## src/rtl/key_extend_req_pkg.sv

```systemverilog
// Shared traffic definitions: controller phase encodings, extend limits and
// the debounce state encoding used by the pedestrian key front end.
package key_extend_req_pkg;

   typedef enum logic [1:0] {
      HW_PASS      = 2'd0,
      HW_WARN      = 2'd1,
      CR_PASS      = 2'd2,
      PHASE_UNUSED = 2'd3
   } phase_e;

   localparam int MAX_EXT_DEFAULT  = 3;
   localparam int DEBOUNCE_DEFAULT = 20;

   typedef enum logic [1:0] {
      RELEASED    = 2'd0,
      PRESS_CHK   = 2'd1,
      PRESSED     = 2'd2,
      RELEASE_CHK = 2'd3
   } deb_state_e;

endpackage

```

## src/rtl/key_extend_req_debounce_fsm.sv

```systemverilog
// Two-flop synchronizer and debounce FSM for the pedestrian key; emits the
// debounced level and a single-cycle press pulse on each qualified press.
module key_debounce_fsm
   import key_extend_req_pkg::*;
#(
   parameter int DEBOUNCE_CYCLES = DEBOUNCE_DEFAULT
) (
   input  logic Sys_CLK,
   input  logic Sys_RST,
   input  logic Key_In,
   output logic key_level,
   output logic press
);

   localparam int                CNT_W    = $clog2(DEBOUNCE_CYCLES + 1);
   localparam logic [CNT_W-1:0]  CNT_LAST = CNT_W'(DEBOUNCE_CYCLES - 1);

   logic             sync_p0;
   logic             sync_p1;
   deb_state_e       state;
   deb_state_e       state_nxt;
   logic [CNT_W-1:0] cnt;
   logic             cnt_clr;
   logic             cnt_inc;
   logic             cnt_done;

   // Stage boundary: raw key into the clock domain
   always_ff @(posedge Sys_CLK or negedge Sys_RST) begin
      if (!Sys_RST) begin
         sync_p0 <= 1'b0;
         sync_p1 <= 1'b0;
      end else begin
         sync_p0 <= Key_In;
         sync_p1 <= sync_p0;
      end
   end

   assign cnt_done = (cnt == CNT_LAST);

   always_ff @(posedge Sys_CLK or negedge Sys_RST) begin
      if (!Sys_RST) begin
         state <= RELEASED;
         cnt   <= '0;
      end else begin
         state <= state_nxt;
         if (cnt_clr) begin
            cnt <= '0;
         end else if (cnt_inc) begin
            cnt <= cnt + 1'b1;
         end
      end
   end

   always_comb begin
      state_nxt = state;
      cnt_clr   = 1'b0;
      cnt_inc   = 1'b0;
      case (state)
         RELEASED: begin
            if (sync_p1) begin
               state_nxt = PRESS_CHK;
               cnt_clr   = 1'b1;
            end
         end
         PRESS_CHK: begin
            if (!sync_p1) begin
               state_nxt = RELEASED;
            end else if (cnt_done) begin
               state_nxt = PRESSED;
            end else begin
               cnt_inc = 1'b1;
            end
         end
         PRESSED: begin
            if (!sync_p1) begin
               state_nxt = RELEASE_CHK;
               cnt_clr   = 1'b1;
            end
         end
         RELEASE_CHK: begin
            if (sync_p1) begin
               state_nxt = PRESSED;
            end else if (cnt_done) begin
               state_nxt = RELEASED;
            end else begin
               cnt_inc = 1'b1;
            end
         end
         default: begin
            state_nxt = RELEASED;
         end
      endcase
   end

   // The press pulse marks only the PRESS_CHK -> PRESSED step, so a held key yields one event
   always_comb begin
      key_level = (state == PRESSED) || (state == RELEASE_CHK);
      press     = (state == PRESS_CHK) && sync_p1 && cnt_done;
   end

endmodule

```

## src/rtl/key_extend_req.sv

```systemverilog
// Pedestrian extend requester: latches debounced presses and, on each
// controller tick, grants or refuses a phase extension.
module key_extend_req
   import key_extend_req_pkg::*;
#(
   parameter int DEBOUNCE_CYCLES = DEBOUNCE_DEFAULT,
   parameter int MAX_EXT         = MAX_EXT_DEFAULT
) (
   input  logic       Sys_CLK,
   input  logic       Sys_RST,
   input  logic       tick,
   input  logic       Key_In,
   input  logic [1:0] phase,
   input  logic       phase_start,
   output logic       extend,
   output logic       denied,
   output logic       req_pending,
   output logic [1:0] ext_used,
   output logic       key_level
);

   // ext_used is two bits wide, so the cap cannot exceed 3
   localparam logic [1:0] EXT_CAP = (MAX_EXT > 3) ? 2'd3 : 2'(MAX_EXT);

   logic press;
   logic serve;
   logic grant_ok;

   function automatic logic [1:0] sat_inc(input logic [1:0] v);
      return (v < EXT_CAP) ? v + 2'd1 : v;
   endfunction

   key_debounce_fsm #(
      .DEBOUNCE_CYCLES (DEBOUNCE_CYCLES)
   ) u_debounce (
      .Sys_CLK   (Sys_CLK),
      .Sys_RST   (Sys_RST),
      .Key_In    (Key_In),
      .key_level (key_level),
      .press     (press)
   );

   always_comb begin
      serve    = tick && req_pending && !phase_start;
      grant_ok = ((phase == CR_PASS) && (ext_used < EXT_CAP)) ||
                 ((phase == HW_PASS) && (ext_used == 2'd0));
      extend   = serve && grant_ok;
      denied   = serve && !grant_ok;
   end

   // A press arriving with a tick wins over the clear, so it waits for the next tick
   always_ff @(posedge Sys_CLK or negedge Sys_RST) begin
      if (!Sys_RST) begin
         req_pending <= 1'b0;
         ext_used    <= 2'd0;
      end else if (phase_start) begin
         req_pending <= 1'b0;
         ext_used    <= 2'd0;
      end else begin
         if (press) begin
            req_pending <= 1'b1;
         end else if (serve) begin
            req_pending <= 1'b0;
         end
         if (extend) begin
            ext_used <= sat_inc(ext_used);
         end
      end
   end

endmodule

```

## config.mk

```make
export PLATFORM = sky130hd
export DESIGN_NAME = key_extend_req
export DESIGN_NICKNAME = d
export VERILOG_FILES = /design/src/rtl/key_extend_req_pkg.sv /design/src/rtl/key_extend_req_debounce_fsm.sv /design/src/rtl/key_extend_req.sv
export SDC_FILE = /design/constraint.sdc
export NUM_CORES = 1
export LEC_CHECK = 0
export BUFFER_PORTS_ARGS = -buffer_cell sky130_fd_sc_hd__buf_4
export CORE_AREA = 2 2 39 41
export DETAILED_ROUTE_END_ITERATION = 6
export DIE_AREA = 0 0 41 43
export PLACE_DENSITY_LB_ADDON = 0.15
export SLEW_MARGIN = 20
export SYNTH_ARGS = -nofsm -noshare
export SYNTH_HDL_FRONTEND = slang
export SYNTH_SLANG_ARGS = --single-unit
```

## constraint.sdc

```tcl
create_clock -name Sys_CLK -period 4.1 [get_ports Sys_CLK]
set_input_delay 0.615 -clock Sys_CLK [delete_from_list [all_inputs] [get_ports Sys_CLK]]
set_output_delay 0.615 -clock Sys_CLK [all_outputs]
set_load 0.005 [all_outputs]
```

==> summary.txt, run 1 <==
Yosys
  • Syn_area_per_cell: 10.1 sq um
  • Share of the synthesized area in the top cell type: 0.490
  • Yosys top cell by area: dfrtp_1
  • Syn nets: 71
  • Synth Register Bits: 12
  • Simple-Gate Fraction of Synth Area: 0.237
  • Sequential share of the synthesized area: 0.490
  • Mux cell area share after synthesis: 0.0184
  • Adder-cell share of the synthesized area: 0.0612
  • Yosys warnings: 0
  • Synth Cell Area: 613 sq um
  • Netlist cell types: 24
  • Synth async-reset ratio: 1.00
  • Most used DFF post-synth: dfrtp_1
  • Compound-Gate Fraction of Synth Area: 0.137
  • Synth top area cells: dfrtp_1 49%, nand3_1 6.5%, ha_1 6.1%
  • Largest family of logic cells by synthesized area: simple AND/OR/NAND/NOR gates
  • Number of synthesized flops with an enable pin: 0
  • Cells after synthesis: 61
  • Post-Synth XOR/XNOR Area: 0.0143

CTS
  • Clk Latency, worst-skew pair: 0.27 ns
  • TritonCTS clock tree: yes
  • Num CTS Buffers: 3
  • Clock tree buffer depth: 2
  • Root Driver: clkbuf_4
  • Hold Buf Count CTS: 0
  • Post-CTS setup buffers: 0
  • Clock Sinks: 12
  • Worst-path clk slew: 0.08 ns
  • CTS resizes: 0
  • H-tree lvl count: 1

Route
  • Drt wl/cell: 11.5 um
  • DRT iter0 DRCs: 7
  • # DRC: 0
  • Final wirelength: 1050 um
  • DR vias/cell: 5.40
  • First-pass DRT Iterations: 4
  • Routed Antenna Nets: 0
  • Vias: 491

Global route
  • Largest net degree at the start of global routing: 13
  • Vias in the first global route: 444
  • GRT Total Usage: 0.152
  • Initial antenna violation count: 0
  • Grt total ovfl: 0
  • Global-route wire length before repair: 1790 um

Hold path
  • Hold crit path type: in -> async

Die
  • Chip height: 43 um
  • Initial Util: 0.443
  • # rows: 14
  • I/O pin count: 13
  • Core Box Area: 1380 sq um
  • Die width: 41 um
  • DIE AREA: 1760 sq um

Timing
  • Skew final: 0.00406 ns
  • Slew Viols, Final: 0
  • Final hold vios: 0
  • Worst rel slew slack: 0.546
  • Unrepaired setup endpoints after global routing: no
  • Final Cycle Share: 0.536
  • Final setup violation count: 0
  • Minimum clock period: 2.20 ns
  • Setup TNS: 0 ns
  • Slew at the pin closest to its max-slew limit: 0.676 ns
  • Max Freq: 455 MHz
  • Final WS setup: 1.90 ns
  • Final hold slack: 0.164 ns

Setup path
  • Crit-path slowest cell: dfrtp_1
  • Max incr delay on CP: 0.40 ns
  • CP Class: reg -> out
  • Buffers and inverters on the worst path: 2
  • Reg-to-reg slack, setup: 2.53 ns
  • Setup crit start kind: flop
  • CP Cell Sequence: inv_1 -> ha_1 -> o21bai_1 -> a21oi_1 -> nor2b_1 -> buf_4
  • Worst-case reg-to-reg path depth: 4
  • Delay-heaviest family, CP: flip-flops
  • Worst EP arrival: 1.58 ns
  • Kind of end point of the critical path: output port
  • R2R Path End: u_debounce.cnt[0]$_DFFE_PN0P_
  • Critical Path RT: 3.48 ns
  • CP max FO: 5
  • R2r startpoint: u_debounce.cnt[0]$_DFFE_PN0P_

Pwr
  • NetSw: 0.0629 mW
  • Sw Share: 0.243
  • Clk pwr share: 0.361
  • Pwr Total: 0.259 mW
  • Combinational share of power: 0.099
  • Internal power: 0.196 mW
  • Seq pwr share: 0.540
  • Lkg Pwr: 0.348 nW
  • PwrDens: 344 nW/um^2
  • VDD IR max: 224 uV

Layout
  • N_diodes: 0
  • Layout area overhead: 22.7%
  • Fraction of layout cells with a size suffix above 1: 0.227
  • Register area: 300 sq um
  • Area of the multi-input gates: 287 sq um
  • Layout Cells excl Fill: 91
  • Final instance area: 752 sq um
  • Nets: 86
  • Fillers: 129
  • Final core utilization: 0.543

Place
  • Place WS: 2.13 ns
  • GPL Wtd Cong: 0.738
  • Placed insts: 87
  • Post-DP HPWL: 768 um
  • PortBufs: 12
  • Placed inst area: 716 sq um

Run
  • Max cap viols: 0

Run status
  • Outcome: finished, final reports clean
cell usage after synthesis, drive strengths merged (2+ instances only):
cell    number
a21oi        4
clkbuf       2
dfrtp       12
ha           3
inv          5
nand2        6
nand3        8
nand3b       2
o311ai       3
o41ai        2
or4          2
worst register-to-register path: cells and delay by family, from the launching register on:
| kind | cells | cell delay [ns] |
|---|---|---|
| and+or+nand+nor | 2 | 0.54 |
| DFF | 1 | 0.43 |
| adders and majority gates | 1 | 0.26 |
| AOI/OAI and AO/OA | 1 | 0.25 |
flip-flops by register name (all words and copies together) (netlist names), named ones only:
register            cells
u_debounce.state        1
u_debounce.cnt          5
ext_used                2
req_pending             1
u_debounce.sync_p1      1
u_debounce.sync_p0      1
worst max path at each step:
stage	startpoint	endpoint	slack (ns)	depth (start not counted)
floorplan	phase[0]	extend	2.38	3
finish	ext_used[0]$_DFFE_PN0P_	extend	1.90	6
global route	ext_used[0]$_DFFE_PN0P_	extend	1.76	6
detailed placement	phase[1]	extend	2.13	5
global placement	phase[1]	extend	2.14	5
CTS	ext_used[0]$_DFFE_PN0P_	extend	1.90	6
kinds of logic (layout without fill, tap and decap cells):
logic type / after synthesis / in the layout
adders and majority gates: 3 / 3
muxes: 1 / 1
DFF: 12 / 12
xor gates and xnor gates: 1 / 1
and+or+nand+nor: 25 / 25
buffers and inverters: 7 / 21
AOI/OAI and AO/OA: 12 / 12
power groups by stage:
stage               Clock (mW)  Sequential [mW]  Combinational, mW
CTS                     0.0964            0.139             0.0260
global placement             0            0.142             0.0253
global route             0.100            0.142             0.0302
floorplan                    0            0.138             0.0176
finish                  0.0934            0.140             0.0256
detailed placement           0            0.142             0.0259
cell usage in the layout, fill, tap and decap left out:
cell,n
a21oi_1,4
and3b_1,1
and4bb_1,1
buf_4,12
clkbuf_4,3
clkbuf_8,1
dfrtp_1,12
ha_1,3
inv_1,5
mux2_2,1
nand2_1,6
nand2b_1,1
nand3_1,8
nand3b_1,2
nand4b_1,1
nor2_1,1
nor2b_1,1
o211ai_1,1
o21ai_0,1
o21bai_1,1
o311ai_0,2
o311ai_1,1
o41ai_1,2
or2_1,1
or4_1,2
xnor2_1,1
layer usage:
| metal | routed length [um] | up-vias | global-route usage |
|---|---|---|---|
| met3 | 70 | 0 | 0.0471 |
| met5 | 0 | - | 0 |
| met2 | 484 | 13 | 0.194 |
| met4 | 0 | 0 | 0.0800 |
| li1 | - | 252 | - |
| met1 | 491 | 226 | 0.225 |
final cells by class:
class | count | share of cell area
multi-input cells | 42 | 0.381
flip-flops and latches | 12 | 0.399
well taps | 16 | 0.0266
clock buffers | 4 | 0.0483
repair buffers | 12 | 0.120
inverters | 5 | 0.0250
Power figures use the tool's default switching activity.
==> run 2, diff against run 1 <==
==> constraint.sdc (replaced) <==
create_clock -name Sys_CLK -period 2.3 [get_ports Sys_CLK]
set_input_delay 0.345 -clock Sys_CLK [delete_from_list [all_inputs] [get_ports Sys_CLK]]
set_output_delay 0.345 -clock Sys_CLK [all_outputs]
set_load 0.005 [all_outputs]
==> run 2 against run 1 <==
Sequential share of layout area is 0.20 points higher. Non-clock buffer count is 1 higher. Clock skew is 0.0011 ns higher. Die area stayed put. Clock-buffer cell count is 1 lower. Combinational power is 88% higher. Design area is 0.50% lower. Register-to-register slack worse by 1.8 ns. Wire length is 3.7% higher. Via count is 1.2% higher. Worst hold slack better by 0.021 ns. Global-route usage is 1.3 points higher. Critical endpoint unchanged. Largest power group unchanged.
==> summary.txt, run 2 (synthesized netlist as in run 1, its figures left out) <==
CTS
  • Clk Latency, worst-skew pair: 0.27 ns
  • Post-CTS setup buffers: 0
  • TritonCTS clock tree: yes
  • Root Driver: clkbuf_4
  • Num CTS Buffers: 3
  • Clock tree buffer depth: 2
  • Clock Sinks: 12
  • H-tree lvl count: 1
  • Worst-path clk slew: 0.07 ns

Die
  • # rows: 14
  • DIE AREA: 1760 sq um
  • I/O pin count: 13
  • Chip height: 43 um
  • Die width: 41 um
  • Core Box Area: 1380 sq um
  • Initial Util: 0.443

Timing
  • Slew at the pin closest to its max-slew limit: 0.611 ns
  • Unrepaired setup endpoints after global routing: no
  • Skew final: 0.00513 ns
  • Setup TNS: 0 ns
  • Worst rel slew slack: 0.590
  • Final hold slack: 0.185 ns
  • Minimum clock period: 1.93 ns
  • Final setup violation count: 0
  • Final hold vios: 0
  • Max Freq: 517 MHz
  • Slew Viols, Final: 0
  • Final WS setup: 0.365 ns
  • Final Cycle Share: 0.841

Setup path
  • Worst EP arrival: 1.59 ns
  • Kind of end point of the critical path: output port
  • CP Cell Sequence: inv_1 -> ha_1 -> o21bai_1 -> a21oi_1 -> nor2b_1 -> buf_4
  • CP max FO: 5
  • Crit-path slowest cell: dfrtp_1
  • CP Class: reg -> out
  • Setup crit start kind: flop
  • Max incr delay on CP: 0.40 ns
  • Critical Path RT: 1.96 ns

Place
  • GPL Wtd Cong: 0.737
  • PortBufs: 12
  • Post-DP HPWL: 830 um
  • Place WS: 0.655 ns

Pwr
  • VDD IR max: 328 uV
  • PwrDens: 559 nW/um^2
  • Lkg Pwr: 0.345 nW

Layout
  • Layout area overhead: 22.0%
  • Registers with the most flip-flops: u_debounce.cnt: 5 flops, ext_used: 2 flops
  • Nets: 87
  • Final core utilization: 0.541
  • Max reg flops: 5
  • Fraction of layout cells with a size suffix above 1: 0.213
  • Commonest cells after routing, fill and taps aside: 12 x dfrtp_1, 12 x buf_4, 8 x nand3_1, 6 x nand2_1, 5 x inv_1
  • N_diodes: 0
  • Top reg by flops: u_debounce.cnt

Global route
  • Met3 Use GR: 0.0785
  • Met2 Use GR: 0.234
  • Initial antenna violation count: 0
  • Global-route wire length before repair: 1920 um
  • Vias in the first global route: 476
  • Grt total ovfl: 0
  • Gr busiest metal: met2
  • Met1 Usage GRT: 0.205
  • GRT Total Usage: 0.166
  • Largest net degree at the start of global routing: 13

Run
  • Max cap viols: 0

Route
  • # DRC: 0
  • Routed Antenna Nets: 0
  • First-pass DRT Iterations: 2
  • Drt wl/cell: 11.9 um
  • DRT iter0 DRCs: 7
  • Vias: 497
  • Final wirelength: 1090 um
  • DR vias/cell: 5.46

Run status
  • Outcome: finished, final reports clean

Hold path
  • Hold crit path type: in -> reg
==> run 2: final timing paths <==
check | end | depth (start not counted) | slack (ns) | startpoint
setup / recovery | extend | 6 | 0.37 | ext_used[0]$_DFFE_PN0P_
max in group asynchronous | u_debounce.sync_p1$_DFF_PN0_ | 2 | 1.70 | Sys_RST
min in group asynchronous | u_debounce.cnt[4]$_DFFE_PN0P_ | 2 | 0.45 | Sys_RST
hold / removal | u_debounce.sync_p0$_DFF_PN0_ | 1 | 0.18 | Key_In
hold reg to reg | u_debounce.sync_p1$_DFF_PN0_ | 0 | 0.35 | u_debounce.sync_p0$_DFF_PN0_
setup reg to reg | u_debounce.cnt[0]$_DFFE_PN0P_ | 4 | 0.74 | u_debounce.cnt[0]$_DFFE_PN0P_
==> run 2: timing repair <==
action,in CTS,in global routing
hold endpoints to repair,12,0
hold buffers,1,0
resized for setup,0,0
==> run 2: critical path: cells and delay by family (launching register included) <==
kind / cells / cell delay, ns
flip-flops: 1 / 0.40
AO/OA/AOI/OAI: 2 / 0.40
buffers and inverters: 2 / 0.20
adder cells (fa/ha/maj): 1 / 0.19
AND/OR/NAND/NOR: 1 / 0.14
==> run 2: area by class of cell <==
type	instances	area [sq um]
clock buffer	3	22.5
fill	125	636
inverter	5	18.8
multi-input combinational	42	287
sequential	12	300
tap	16	20.0
timing repair buffer	13	100
==> run 2: routing by layer <==
metal	vias to the layer above	part of all wire
met5	-	0
met4	0	0.011
met1	235	0.47
li1	250	-
met2	10	0.47
met3	2	0.051
==> run 2: stage by stage <==
step,total power [mW],cells,instance area (sq um)
floorplan,0.277,61,613
global placement,0.297,87,716
detailed placement,0.300,87,716
CTS,0.428,91,748
global route,0.450,91,748
finish,0.418,91,748
==> run 2: where the power goes <==
part,leakage [nW],switching (mW),internal [mW],total (mW)
clock network,0.0138,0.0602,0.0605,0.121
logic,0.173,0.0219,0.0262,0.0481
registers,0.158,0.0215,0.228,0.250
total,0.345,0.104,0.315,0.418
